`src/rtl/spart_rx_pkg.sv`:
```
// spart_rx_pkg
// Shared definitions for the SPART receive-side byte packer:
//   BYTE_W / WORD_W  - byte and packed word widths
//   phase_e          - packer phase (waiting for high byte / low byte)
//   EMPTY_WORD       - value presented on the word output when nothing is stored
//   is_pow2()        - elaboration helper for FIFO depth checking
package spart_rx_pkg;

    localparam int BYTE_W = 8;
    localparam int WORD_W = 16;

    localparam logic [WORD_W-1:0] EMPTY_WORD = 16'h0000;

    typedef enum logic {
        PH_IDLE = 1'b0,
        PH_HALF = 1'b1
    } phase_e;

    function automatic bit is_pow2(input int n);
        return (n > 0) && ((n & (n - 1)) == 0);
    endfunction

endpackage

```
`src/rtl/spart_rx_packer_if.sv`:
```
// spart_rx_packer_if
// Bundles the byte input, word output and status signals of spart_rx_packer.
//   rx_valid/rx_byte      - byte strobe from the SPART receiver
//   word_rd               - pop strobe from the processor
//   word_data/word_avail  - head word (fall-through) and non-empty flag
//   count                 - words stored, 0..DEPTH
//   half                  - high byte captured, low byte pending
//   overrun/timeout_err   - sticky error flags, cleared by clr_err
// Modports: master = processor/SPART side, slave = packer.
interface spart_rx_packer_if #(
    parameter int DEPTH = 4
) ();
    import spart_rx_pkg::*;

    localparam int CNT_W = $clog2(DEPTH) + 1;

    logic              rx_valid;
    logic [BYTE_W-1:0] rx_byte;
    logic              word_rd;
    logic [WORD_W-1:0] word_data;
    logic              word_avail;
    logic [CNT_W-1:0]  count;
    logic              half;
    logic              overrun;
    logic              timeout_err;
    logic              clr_err;

    modport master (
        output rx_valid, rx_byte, word_rd, clr_err,
        input  word_data, word_avail, count, half, overrun, timeout_err
    );

    modport slave (
        input  rx_valid, rx_byte, word_rd, clr_err,
        output word_data, word_avail, count, half, overrun, timeout_err
    );

endinterface

```
`src/rtl/spart_word_fifo.sv`:
```
// spart_word_fifo
// Synchronous first-word-fall-through FIFO of 16-bit words.
//   clk, rst    - clock, synchronous active-high reset (pointers/count only)
//   push, push_data - write request; accepted when not full, or when full
//                 and a pop happens in the same cycle
//   pop         - read request; ignored when empty
//   full, empty - occupancy flags
//   count       - words stored, 0..DEPTH
//   head        - word at the read pointer, EMPTY_WORD when empty
module spart_word_fifo
    import spart_rx_pkg::*;
#(
    parameter int DEPTH = 4
) (
    input  logic                       clk,
    input  logic                       rst,
    input  logic                       push,
    input  logic [WORD_W-1:0]          push_data,
    input  logic                       pop,
    output logic                       full,
    output logic                       empty,
    output logic [$clog2(DEPTH):0]     count,
    output logic [WORD_W-1:0]          head
);

    localparam int AW = $clog2(DEPTH);

    logic [WORD_W-1:0] mem [DEPTH];
    logic [AW-1:0]     wr_ptr;
    logic [AW-1:0]     rd_ptr;
    logic              do_pop;
    logic              do_push;

    assign empty   = (count == '0);
    assign full    = (count == (AW+1)'(DEPTH));
    assign do_pop  = pop && !empty;
    // A full FIFO still accepts a push when the head leaves in the same cycle.
    assign do_push = push && (!full || do_pop);
    assign head    = empty ? EMPTY_WORD : mem[rd_ptr];

    // Storage carries data only, so it is left out of reset.
    always_ff @(posedge clk) begin
        if (do_push) begin
            mem[wr_ptr] <= push_data;
        end
    end

    // Pointers wrap naturally because DEPTH is a power of two.
    always_ff @(posedge clk) begin
        if (rst) begin
            wr_ptr <= '0;
            rd_ptr <= '0;
            count  <= '0;
        end else begin
            if (do_push) wr_ptr <= wr_ptr + 1'b1;
            if (do_pop)  rd_ptr <= rd_ptr + 1'b1;
            case ({do_push, do_pop})
                2'b10:   count <= count + 1'b1;
                2'b01:   count <= count - 1'b1;
                default: count <= count;
            endcase
        end
    end

endmodule

```
`src/rtl/spart_rx_packer.sv`:
```
// spart_rx_packer
// Re-assembles the SPART receive byte stream into 16-bit words (high byte
// first) and buffers them in a DEPTH-word FIFO drained by word_rd.
//   clk, rst - system clock, synchronous active-high reset
//   bus      - spart_rx_packer_if.slave: rx_valid/rx_byte in, word_rd and
//              clr_err in, word_data/word_avail/count/half/overrun/
//              timeout_err out
// Optional build macro: SPART_RX_TIMEOUT_EN. When defined, a partial word
// left waiting TIMEOUT_CYCLES cycles for its low byte is discarded and
// timeout_err is set. When undefined, the high byte waits indefinitely and
// timeout_err is constant 0.
module spart_rx_packer
    import spart_rx_pkg::*;
#(
    parameter int DEPTH          = 4,
    parameter int TIMEOUT_CYCLES = 1024
) (
    input  logic               clk,
    input  logic               rst,
    spart_rx_packer_if.slave   bus
);

    if (!is_pow2(DEPTH) || DEPTH < 2 || TIMEOUT_CYCLES < 1) begin : g_param_check
        $error("spart_rx_packer: DEPTH must be a power of two >= 2 and TIMEOUT_CYCLES >= 1");
    end

    phase_e            phase;
    logic [BYTE_W-1:0] hi_byte;
    logic              push_req;
    logic              fifo_full;
    logic              fifo_empty;
    logic              drop;
    logic              overrun_r;

    // The low byte strobe completes a word; there is no way to stall the
    // receiver, so the word is either stored or dropped.
    assign push_req = (phase == PH_HALF) && bus.rx_valid;
    assign drop     = push_req && fifo_full && !bus.word_rd;

    spart_word_fifo #(
        .DEPTH (DEPTH)
    ) u_fifo (
        .clk       (clk),
        .rst       (rst),
        .push      (push_req),
        .push_data ({hi_byte, bus.rx_byte}),
        .pop       (bus.word_rd),
        .full      (fifo_full),
        .empty     (fifo_empty),
        .count     (bus.count),
        .head      (bus.word_data)
    );

    // High byte is pure data; a stale value is harmless because phase gates it.
    always_ff @(posedge clk) begin
        if ((phase == PH_IDLE) && bus.rx_valid) begin
            hi_byte <= bus.rx_byte;
        end
    end

`ifdef SPART_RX_TIMEOUT_EN
    localparam int TW = $clog2(TIMEOUT_CYCLES + 1);

    logic [TW-1:0] tmo_cnt;
    logic          tmo_fire;
    logic          timeout_err_r;

    // Fires on the last tolerated idle HALF cycle; a low byte in that same
    // cycle takes priority and completes the word instead.
    assign tmo_fire = (phase == PH_HALF) && !bus.rx_valid &&
                      (tmo_cnt == TW'(TIMEOUT_CYCLES - 1));

    always_ff @(posedge clk) begin
        if (rst) begin
            phase   <= PH_IDLE;
            tmo_cnt <= '0;
        end else begin
            case (phase)
                PH_IDLE: begin
                    tmo_cnt <= '0;
                    if (bus.rx_valid) phase <= PH_HALF;
                end
                PH_HALF: begin
                    if (bus.rx_valid || tmo_fire) begin
                        phase   <= PH_IDLE;
                        tmo_cnt <= '0;
                    end else begin
                        tmo_cnt <= tmo_cnt + 1'b1;
                    end
                end
                default: begin
                    phase   <= PH_IDLE;
                    tmo_cnt <= '0;
                end
            endcase
        end
    end

    always_ff @(posedge clk) begin
        if (rst) begin
            timeout_err_r <= 1'b0;
        end else begin
            timeout_err_r <= (timeout_err_r && !bus.clr_err) || tmo_fire;
        end
    end

    assign bus.timeout_err = timeout_err_r;
`else
    always_ff @(posedge clk) begin
        if (rst) begin
            phase <= PH_IDLE;
        end else begin
            case (phase)
                PH_IDLE: if (bus.rx_valid) phase <= PH_HALF;
                PH_HALF: if (bus.rx_valid) phase <= PH_IDLE;
                default: phase <= PH_IDLE;
            endcase
        end
    end

    assign bus.timeout_err = 1'b0;
`endif

    // Sticky: a new drop in the same cycle as clr_err keeps the flag set.
    always_ff @(posedge clk) begin
        if (rst) begin
            overrun_r <= 1'b0;
        end else begin
            overrun_r <= (overrun_r && !bus.clr_err) || drop;
        end
    end

    assign bus.overrun    = overrun_r;
    assign bus.half       = (phase == PH_HALF);
    assign bus.word_avail = !fifo_empty;

endmodule

```
`src/flat_wrapper.sv`:
```
// flat-port wrapper written by rule: the top's interface ports become plain ports
module spart_rx_packer_flat import spart_rx_pkg::*;
#(
    parameter int DEPTH          = 4,
    parameter int TIMEOUT_CYCLES = 1024
)
  (clk, rst, bus_rx_valid, bus_rx_byte, bus_word_rd, bus_clr_err, bus_word_data, bus_word_avail, bus_count, bus_half, bus_overrun, bus_timeout_err);
  spart_rx_packer_if #(.DEPTH(DEPTH)) bus_i ();
  input  logic clk;
  input  logic rst;
  input wire logic [$bits(bus_i.rx_valid)-1:0] bus_rx_valid;
  input wire logic [$bits(bus_i.rx_byte)-1:0] bus_rx_byte;
  input wire logic [$bits(bus_i.word_rd)-1:0] bus_word_rd;
  input wire logic [$bits(bus_i.clr_err)-1:0] bus_clr_err;
  output wire logic [$bits(bus_i.word_data)-1:0] bus_word_data;
  output wire logic [$bits(bus_i.word_avail)-1:0] bus_word_avail;
  output wire logic [$bits(bus_i.count)-1:0] bus_count;
  output wire logic [$bits(bus_i.half)-1:0] bus_half;
  output wire logic [$bits(bus_i.overrun)-1:0] bus_overrun;
  output wire logic [$bits(bus_i.timeout_err)-1:0] bus_timeout_err;
  assign bus_i.rx_valid = bus_rx_valid;
  assign bus_i.rx_byte = bus_rx_byte;
  assign bus_i.word_rd = bus_word_rd;
  assign bus_i.clr_err = bus_clr_err;
  assign bus_word_data = bus_i.word_data;
  assign bus_word_avail = bus_i.word_avail;
  assign bus_count = bus_i.count;
  assign bus_half = bus_i.half;
  assign bus_overrun = bus_i.overrun;
  assign bus_timeout_err = bus_i.timeout_err;
  spart_rx_packer #(.DEPTH(DEPTH), .TIMEOUT_CYCLES(TIMEOUT_CYCLES)) u_core (.clk(clk), .rst(rst), .bus(bus_i));
endmodule
```
`config.mk`:
```
export PLATFORM = sky130hd
export DESIGN_NAME = spart_rx_packer_flat
export DESIGN_NICKNAME = d
export VERILOG_FILES = /design/src/rtl/spart_rx_pkg.sv /design/src/rtl/spart_rx_packer_if.sv /design/src/rtl/spart_word_fifo.sv /design/src/rtl/spart_rx_packer.sv /design/src/flat_wrapper.sv
export SDC_FILE = /design/constraint.sdc
export NUM_CORES = 1
export LEC_CHECK = 0
export BUFFER_PORTS_ARGS = -buffer_cell sky130_fd_sc_hd__buf_2
export CAP_MARGIN = 20
export CORE_MARGIN = 2
export CORE_UTILIZATION = 46
export CTS_BUF_LIST = sky130_fd_sc_hd__clkbuf_8
export CTS_CLUSTER_DIAMETER = 40
export DETAILED_ROUTE_END_ITERATION = 6
export PLACE_DENSITY_LB_ADDON = 0.2
export SETUP_SLACK_MARGIN = 0.3
export SLEW_MARGIN = 40
export SYNTH_ARGS = -nofsm -noshare
export SYNTH_HDL_FRONTEND = slang
export SYNTH_SLANG_ARGS = --single-unit
```
`constraint.sdc`:
```
create_clock -name clk -period 3.3 [get_ports clk]
set_input_delay 0.66 -clock clk [delete_from_list [all_inputs] [get_ports clk]]
set_output_delay 0.66 -clock clk [all_outputs]
set_load 0.05 [all_outputs]
```
==> flow_summary_export.csv, run 1 <==
group,metric,value,unit
clocking,clock-sinks,83,
drt,drt-total-wl,5046,um
placement,hpwl,3148,um
setup_path,r2r_end,"u_core.u_fifo.count[1]$_SDFFE_PP0P_",
placement,gp_congestion,0.7499,
setup_path,reg2reg_from,"u_core.u_fifo.count[0]$_SDFFE_PP0P_",
logic_synthesis,ys_warn_count,0,
drt,first_pass_iters,4,
floorplan,coreArea,0.007137,mm2
sta,slew_headroom,49.12,%
sta,fin_crit_sh,77.26,%
clocking,hold_buffers,0,
clocking,cts_tree,"built",
floorplan,rows,31,
setup_path,start_kind,"flop",
global_routing,grt_usage,13.64,%
setup_path,rrSetupSlack,920,ps
flow_run,cap_violations,0,
sta,rsz0062_at_grt,"no",
floorplan,die-area,0.007986,mm2
setup_path,path_class,"reg -> out",
sta,finalSetupViolCount,0,
sta,final_hold_viol_count,0,
drt,wl_per_cell,15.34,um
clocking,clkTransAtPathRegs,70,ps
layout,seq_area,0.002382,mm2
layout,n_fill_cell,592,
clocking,numCtsBuffers,9,
logic_synthesis,synth-seq-cells,83,
global_routing,grt_pass1_vias,1522,
logic_synthesis,synth_cell_type_count,34,
pwr,power_density,566.7,mW/mm2
sta,tns,0,ps
placement,portBuffers,34,
hold_path,hold_path.class,"reg -> reg",
pwr,peakVddDrop,0.0002351,V
run_status,status,"completed",
logic_synthesis,synthTopCellsByArea,"edfxtp_1 (65%), mux4_2 (11%), dfxtp_1 (6.6%), nor2b_1 (3.0%), ha_1 (2.2%)",
layout,diodes,0,
setup_path,endpoint_kind,"primary output",
logic_synthesis,synth.avg_cell_area,18.02,um2
drt,drc,0,
setup_path,cp.required,2640,ps
logic_synthesis,synth_top_area_share,64.50,%
clocking,htreeDepth,3,
setup_path,cp_max_fo,16,
global_routing,grt_max_degree,18,
clocking,post_cts_buffers,0,
layout,drive_above_1_share,32.17,%
clocking,clock_latency,330,ps
logic_synthesis,synth-seq-area-share,71.07,%
placement,dpl.cell_count,313,
global_routing,grt_first_pass_wirelength,7665,um
layout,fin_nets,245,
logic_synthesis,syn_area,0.003352,mm2
logic_synthesis,synth.most_common_cell,"edfxtp_1",
setup_path,critical_path_arrival,1890,ps
floorplan,initial_core_util,46.97,%
logic_synthesis,async_reset_ff_share,0,%
clocking,cts_buffer_depth,2,
sta,skew,8.155,ps
floorplan,top_level_ports,36,
drt,vias_per_cell,4.939,
sta,min_period,2549,ps
clocking,root_buffer,"clkbuf_8",
sta,fmax,392.2,MHz
logic_synthesis,synth_top_area_cell,"edfxtp_1",
clocking,cts_resized,0,
logic_synthesis,synth_edf_count,72,
logic_synthesis,synth_ff_type,"edfxtp_1",
floorplan,die_x,89.37,um
layout,fin_cells,329,
global_routing,antenna_found_initial,0,
drt,vias,1625,
logic_synthesis,syn-num-nets,206,
global_routing,grt-ovfl-total,0,
layout,areaGrowthSynthToFinish,14.74,%
drt,first_iter_violations,100,
pwr,p_leak,1.351,nW
setup_path,endpoint,"bus_word_data[15]",
setup_path,r2r_cells,7,
logic_synthesis,synthCells,186,
layout,multi_input_comb_area,854.6,um2
floorplan,die_h,89.37,um
sta,tightestPinTransition,760.8,ps
sta,drv_slew,0,
drt,ant_nets,0,
logic_synthesis,synthTopCellsByCount,"edfxtp_1 (72), mux4_2 (16), nor2b_1 (16)",
==> where the power goes <==
part           internal (mW)  total [mW]  leakage (nW)  switching (mW)
registers               1.17        1.18         0.744          0.0144
clock network          0.503       0.839         0.125           0.337
logic                 0.0531       0.159         0.482           0.106
==> sequential cells by signal (all words and copies together) (netlist names), named ones only <==
signal                count
u_core.bus.half           1
u_core.bus.overrun        1
u_core.hi_byte            8
u_core.u_fifo.mem        64
u_core.u_fifo.count       3
u_core.u_fifo.rd_ptr      2
u_core.u_fifo.wr_ptr      2
==> how the worst min path moves through the flow <==
| stage | startpoint | endpoint | slack (ps) | cells after the start |
|---|---|---|---|---|
| 2_1_floorplan | u_core.hi_byte[2]$_DFFE_PP_ | u_core.u_fifo.mem[0][10]$_DFFE_PP_ | 460 | 0 |
| 3_3_place_gp | u_core.bus.overrun$_SDFF_PP0_ | u_core.bus.overrun$_SDFF_PP0_ | 450 | 2 |
| 4_1_cts | u_core.bus.overrun$_SDFF_PP0_ | u_core.bus.overrun$_SDFF_PP0_ | 480 | 2 |
| 3_5_place_dp | u_core.bus.overrun$_SDFF_PP0_ | u_core.bus.overrun$_SDFF_PP0_ | 470 | 2 |
| 5_1_grt | u_core.bus.overrun$_SDFF_PP0_ | u_core.bus.overrun$_SDFF_PP0_ | 510 | 2 |
| 6_report | u_core.bus.overrun$_SDFF_PP0_ | u_core.bus.overrun$_SDFF_PP0_ | 470 | 2 |
==> final cells by class <==
type | count | area share (%)
sequential | 83 | 61.94
multi-input combinational | 83 | 22.22
timing repair buffer | 40 | 5.595
clock buffer | 9 | 3.221
tap | 99 | 3.221
clock inverter | 7 | 3.025
inverter | 8 | 0.7807
==> stage by stage <==
step	total power [mW]	utilization, %	setup slack (ps)	hold slack, ps	area [um2]
after floorplan	1.326	-	482.7	458.7	3352
after global placement	1.365	50.53	715.3	453.6	3606
after detailed placement	1.367	50.53	674.8	465.4	3606
after CTS	2.202	53.89	693.8	476.3	3846
after global routing	2.258	53.89	621.1	508.5	3846
final	2.180	53.89	750.6	466.6	3846
==> layer usage <==
metal | vias up | part of all wire, % | global-route usage (%)
met2 | 33 | 51 | 21.55
met5 | - | 0 | 0
li1 | 789 | - | -
met3 | 7 | 3.2 | 3.047
met1 | 796 | 45 | 17.87
met4 | 0 | 1.3 | 6.920
==> cells in the final DEF (no fill, tap or decap), types with 6 or more instances in the layout <==
master / instances
mux4_2: 16
inv_1: 9
nand3_1: 6
buf_4: 6
ha_1: 6
buf_2: 34
edfxtp_1: 72
clkbuf_8: 9
dfxtp_1: 11
nor2b_1: 16
nor2_1: 6
==> critical path: stages (launching register included) <==
cell and delay, ps:
dfxtp_1 310, buf_4 310, mux4_2 560, nor2b_1 140
buf_2 240
==> cell families after synthesis <==
| logic type | share of synthesized area (%) |
|---|---|
| other | 0.1119 |
| buffers and inverters | 3.434 |
| AND/OR/NAND/NOR | 8.063 |
| AO/OA/AOI/OAI | 2.688 |
| XOR/XNOR | 1.045 |
| adder cells (fa/ha/maj) | 2.837 |
| flip-flops | 71.07 |
| multiplexers | 10.75 |
No activity file was read; power rests on OpenSTA's default activity.
==> run 2: changes to the inputs <==
Clock period 3.3 ns to 2.12 ns, I/O delays scaled along.
==> flow_summary_export.csv, run 2 (synthesized netlist as in run 1, its figures left out) <==
group,metric,value,unit
run_status,status,"finished with violations",
run_status,failed_checks,"setup timing",
global_routing,grt-ovfl-total,0,
drt,topRoutingLayerUsed,"met4",
drt,first_iter_violations,115,
clocking,clock_latency,350,ps
global_routing,grt_pass1_vias,1747,
sta,min_period,2132,ps
floorplan,coreArea,0.007137,mm2
drt,ant_nets,0,
global_routing,grt_max_degree,17,
pwr,power_density,812.2,mW/mm2
global_routing,grt_first_pass_wirelength,8866,um
drt,vias_per_cell,4.917,
layout,final_area,0.004178,mm2
floorplan,rows,31,
setup_path,critical_path_arrival,1710,ps
setup_path,cp.required,1700,ps
pwr,peakVddDrop,0.0004457,V
sta,rsz0062_at_grt,"yes",
floorplan,top_level_ports,36,
setup_path,path_class,"reg -> out",
clocking,root_buffer,"clkbuf_8",
sta,skew,12.29,ps
layout,final_common_cell,"edfxtp_1",
floorplan,initial_core_util,46.97,%
clocking,cts_tree,"built",
placement,placed_area,0.003652,mm2
layout,fin_nets,255,
sta,finalSetupViolCount,7,
hold_path,hold_path.class,"in -> reg",
drt,first_pass_iters,5,
global_routing,grt_usage,15.63,%
sta,final_hold_viol_count,0,
floorplan,die_x,89.37,um
drt,drc,0,
layout,regMostFlops,"u_core.u_fifo.mem",
drt,drt-total-wl,5573,um
placement,portBuffers,34,
floorplan,die_h,89.37,um
clocking,numCtsBuffers,9,
layout,n_fill_cell,578,
clocking,clock-sinks,83,
drt,vias,1667,
layout,final_cell_mix,"edfxtp_1 (72), buf_2 (17), buf_6 (17), mux4_2 (16), buf_4 (13)",
clocking,clkTransAtPathRegs,90,ps
drt,wl_per_cell,16.44,um
floorplan,die-area,0.007986,mm2
sta,fin_crit_sh,100.6,%
layout,largest_reg_flops,64,
drt,wl_met1,2544,um
layout,largestRegisters,"u_core.u_fifo.mem x64, u_core.hi_byte x8, u_core.u_fifo.count x3",
drt,wl_met3,228,um
layout,diodes,0,
setup_path,endpoint_kind,"primary output",
sta,drv_slew,0,
sta,fmax,468.9,MHz
global_routing,antenna_found_initial,0,
layout,areaGrowthSynthToFinish,24.64,%
flow_run,cap_violations,0,
drt,wl_met2,2771,um
placement,hpwl,3312,um
clocking,cts_buffer_depth,2,
clocking,htreeDepth,3,
pwr,p_leak,1.427,nW
layout,drive_above_1_share,45.83,%
placement,gp_congestion,0.7662,
setup_path,cp_max_fo,8,
pwr,total_power,3.393,mW
sta,post-route-worst-setup-slack,-12.45,ps
setup_path,start_kind,"flop",
==> run 2: cell count changes in the layout (fill, tap and decap cells not counted), moves of 2 or more <==
cell / before / now
nor2b_1: 16 / 9
nor2b_4: 0 / 7
buf_4: 6 / 13
buf_6: 0 / 17
buf_2: 34 / 17
and3_1: 4 / 0
clkinvlp_4: 0 / 2
dfxtp_4: 0 / 4
inv_1: 9 / 5
inv_2: 0 / 2
dfxtp_1: 11 / 6
and3_4: 0 / 4
==> run 2: final timing paths <==
| path | from | end | slack [ps] | cells past startpoint |
|---|---|---|---|---|
| setup reg to reg | u_core.bus.half$_SDFF_PP0_ | u_core.u_fifo.count[2]$_SDFFE_PP0P_ | 240 | 7 |
| setup / recovery | flop | bus_word_data[8] | -10 | 4 |
| hold reg to reg | u_core.bus.overrun$_SDFF_PP0_ | u_core.bus.overrun$_SDFF_PP0_ | 470 | 2 |
| hold / removal | bus_rx_byte[1] | u_core.u_fifo.mem[1][1]$_DFFE_PP_ | 310 | 1 |
==> run 2: timing repair <==
action                                 4_1_cts  5_1_grt
gates resized for setup                     50       16
pin swaps                                    5        7
setup buffers                                0        8
cloned                                       1        0
endpoints found under the hold margin        0        0
setup endpoints to repair                   18       19
hold buffers                                 0        0
==> run 2: metrics by stage <==
step                worst slack (ps)  hold slack [ps]  instances  TNS, ps  util [%]
detailed placement            -25.52            465.0        314   -25.52     51.17
floorplan                     -183.9            458.7        186   -360.0         -
global route                  -77.31            299.8        339    -1031     58.54
finish                        -12.45            306.4        339   -51.07     58.54
global placement               3.873            454.0        314        0     51.17
CTS                           -43.37            292.2        331   -465.7     56.84
==> run 2: per-layer routing <==
metal | up-vias | track usage (%)
li1 | 815 | -
met1 | 815 | 20.66
met2 | 35 | 25.12
met3 | 2 | 4.432
met4 | 0 | 5.292
met5 | - | 0
==> run 2: area by class of cell <==
type | instances | area, um2 | share of cell area [%]
flip-flops and latches | 83 | 2399 | 57.41
multi-input cells | 83 | 962.2 | 23.03
repair buffers | 50 | 436.7 | 10.45
clock buffers | 9 | 123.9 | 2.965
well taps | 99 | 123.9 | 2.965
clock inverters | 7 | 98.84 | 2.366
inverters | 8 | 33.78 | 0.8086
==> run 2: worst max-delay path: stages (launching register included) <==
cell and delay, ps:
dfxtp_4 400, buf_12 150, mux4_2 520, nor2b_4 140
buf_6 160
==> run 2: where the power goes <==
| group | leakage [nW] | switching, mW | internal [mW] |
|---|---|---|---|
| clock | 0.110 | 0.557 | 0.671 |
| sequential | 0.747 | 0.0222 | 1.81 |
| combinational | 0.569 | 0.192 | 0.137 |
| total | 1.43 | 0.772 | 2.62 |
==> run 3: changes to the inputs <==
Settings changed: ABC_AREA set to 1, CELL_PAD_IN_SITES_DETAIL_PLACEMENT set to 2, CELL_PAD_IN_SITES_GLOBAL_PLACEMENT set to 2, CORE_UTILIZATION 46 to 44.
Clock period 2.12 ns to 2.5 ns, I/O delays scaled along.
==> flow_summary_export.csv, run 3 <==
group,metric,value,unit
drt,first_pass_iters,4,
layout,fin_cells,419,
clocking,root_buffer,"clkbuf_8",
layout,drive_above_1_share,25.00,%
global_routing,grt-ovfl-total,0,
sta,finalSetupViolCount,0,
logic_synthesis,synthCells,275,
logic_synthesis,synth-xor-area-share,0,%
setup_path,cp_max_fo,20,
global_routing,grt_max_degree,33,
layout,areaGrowthSynthToFinish,18.06,%
clocking,clkTransAtPathRegs,90,ps
logic_synthesis,synthAdderAreaFrac,2.841,%
drt,first_iter_violations,116,
pwr,peakVddDrop,0.0005049,V
drt,drc,0,
sta,skew,13.49,ps
setup_path,critical-path-top-delay-family,"flip-flops",
placement,portBuffers,34,
sta,slew_headroom,63.72,%
setup_path,start_kind,"flop",
drt,vias_per_cell,5.303,
pwr,cell_internal_pwr,2.667,mW
logic_synthesis,ys_warn_count,0,
setup_path,critPathBufInv,2,
logic_synthesis,synth_mux_area_share,0,%
layout,diodes,0,
logic_synthesis,synth_top_area_share,64.60,%
setup_path,critical_path_arrival,1680,ps
clocking,numCtsBuffers,9,
logic_synthesis,synthTopCellsByArea,"edfxtp_1 (65%), nor2_1 (8.3%), dfxtp_1 (6.6%), o21ai_1 (4.2%), a21oi_1 (3.4%)",
logic_synthesis,synth.avg_cell_area,12.17,um2
placement,hpwl,6064,um
sta,min_period,2183,ps
logic_synthesis,synth_edf_count,72,
pwr,seqPwrFrac,36.6,%
floorplan,coreArea,0.007292,mm2
clocking,htreeDepth,3,
clocking,clock_latency,370,ps
setup_path,crit_chain,"buf_12 -> nor2_1 -> nor2_1 -> o21ai_1 -> a21oi_1 -> buf_4",
sta,fmax,458.2,MHz
drt,drt-total-wl,10130,um
global_routing,antenna_found_initial,0,
layout,largest_reg_flops,64,
logic_synthesis,syn_area,0.003347,mm2
layout,largestRegisters,"u_core.u_fifo.mem x64, u_core.hi_byte x8, u_core.u_fifo.count x3",
sta,fin_crit_sh,87.30,%
logic_synthesis,synth-simple-area-share,11.89,%
drt,vias,2222,
clocking,cts_buffer_depth,2,
clocking,cts_tree,"built",
layout,finish.utilization,54.19,%
clocking,hold_buffers,0,
flow_run,cap_violations,0,
pwr,p_leak,1.454,nW
clocking,clock-sinks,83,
drt,ant_nets,0,
floorplan,initial_core_util,45.90,%
sta,final_hold_viol_count,0,
logic_synthesis,synth_cell_type_count,26,
sta,drv_slew,0,
setup_path,slowest_stage,"dfxtp_4",
setup_path,path_class,"reg -> out",
global_routing,grt_pass1_vias,2649,
logic_synthesis,synth_compound_area_share,9.234,%
layout,final_cell_mix,"edfxtp_1 (72), nor2_1 (67), o21ai_1 (28), a21oi_1 (20), buf_2 (19)",
logic_synthesis,synth-seq-cells,83,
logic_synthesis,syn-num-nets,295,
logic_synthesis,synth_ff_type,"edfxtp_1",
setup_path,cp.required,2000,ps
logic_synthesis,synth.most_common_cell,"nor2_1",
layout,final_common_cell,"edfxtp_1",
logic_synthesis,synth_top_family_by_area,"simple AND/OR/NAND/NOR gates",
pwr,p_clk_share,26.1,%
logic_synthesis,synthTopCellsByCount,"nor2_1 (74), edfxtp_1 (72), o21ai_1 (28)",
layout,fin_nets,335,
logic_synthesis,async_reset_ff_share,0,%
floorplan,die-area,0.008320,mm2
placement,dpl.cell_count,403,
setup_path,slowest_delay,400,ps
sta,tightestPinTransition,544.2,ps
pwr,switching_share,40.66,%
setup_path,endpoint_kind,"primary output",
logic_synthesis,synth_top_area_cell,"edfxtp_1",
floorplan,top_level_ports,36,
layout,regMostFlops,"u_core.u_fifo.mem",
drt,wl_per_cell,24.18,um
run_status,status,"completed",
pwr,power_density,1137,mW/mm2
hold_path,hold_path.class,"in -> reg",
pwr,power.switching,1.828,mW
floorplan,die_x,91.22,um
global_routing,grt_usage,26.24,%
global_routing,grt_first_pass_wirelength,15820,um
setup_path,path_common_cell,"nor2_1",
sta,rsz0062_at_grt,"no",
floorplan,rows,31,
placement,gp_congestion,0.6714,
sta,whs,341.5,ps
pwr,power_frac_comb,37.3,%
floorplan,die_h,91.22,um
logic_synthesis,synth-seq-area-share,71.18,%
## run 3: cell count changes in the layout (fill, tap and decap cells not counted), sizes merged, moves of 4 or more
| cell | change |
|---|---|
| mux4 | -16 |
| buf | -10 |
| xor2 | -4 |
| nor2 | +69 |
| and3 | -4 |
| a21oi | +20 |
| nand2 | +10 |
| o21ai | +34 |
| nor2b | -16 |
| inv | +13 |
## run 3: power by group through the flow
stage / logic [mW] / clock network, mW / registers (mW)
2_1_floorplan: 1.08 / 0 / 1.71
3_3_place_gp: 1.42 / 0 / 1.65
3_5_place_dp: 1.51 / 0 / 1.66
4_1_cts: 1.61 / 1.15 / 1.64
5_1_grt: 1.78 / 1.24 / 1.65
6_report: 1.68 / 1.17 / 1.65
## run 3: layout make-up
type | count | area (um2)
fill | 728 | 3341
sequential | 83 | 2386
multi-input combinational | 160 | 834.6
timing repair buffer | 41 | 287.8
clock buffer | 9 | 123.9
tap | 99 | 123.9
clock inverter | 7 | 110.1
inverter | 20 | 85.08
## run 3: path summary, 6_finish.rpt
path	start	end	slack [ps]	depth (start not counted)
worst max-delay path	flop	bus_word_data[8]	320	6
worst min-delay path	rst	u_core.bus.half$_SDFF_PP0_	340	2
worst max register to register	u_core.u_fifo.count[1]$_SDFFE_PP0P_	u_core.u_fifo.count[2]$_SDFFE_PP0P_	680	11
worst min register to register	u_core.hi_byte[0]$_DFFE_PP_	u_core.u_fifo.mem[2][8]$_DFFE_PP_	540	0
## run 3: per-layer routing
layer,global-route usage [%],wire (um)
met2,48.33,5544
met5,0,0
met1,30.12,4136
met3,3.734,237
met4,11.62,212
## run 3: logic make-up after synthesis
family                     count (synthesis)
DFF                                       83
other                                      1
AOI/OAI and AO/OA                         61
and+or+nand+nor                           91
buffers and inverters                     32
adders and majority gates                  7
## run 3: repair_timing
item                       in CTS  in global routing
setup endpoints to repair      16                 13
resized for setup              18                 17
pin swaps                       0                  2
buffers inserted                0                  0
## run 3: worst reg2reg max path: stages, from the launching register on
cell	delay (ps)
dfxtp_1	430
nor2_4	70
nand2_4	110
nand2_4	90
inv_4	100
nand2_4	70
fa_1	400
inv_1	80
nand4_2	120
nand3_1	100
nand2_1	70
nor2_1	110
## run 3: stage by stage
stage,total power [mW],setup TNS [ps],setup slack [ps],area (um2)
after global placement,3.077,0,602.6,3622
after detailed placement,3.173,0,509.7,3622
after global routing,4.670,0,256.9,3951
final,4.494,0,317.4,3951
after floorplan,2.789,-73.86,-7.386,3357
after CTS,4.403,0,312.5,3904
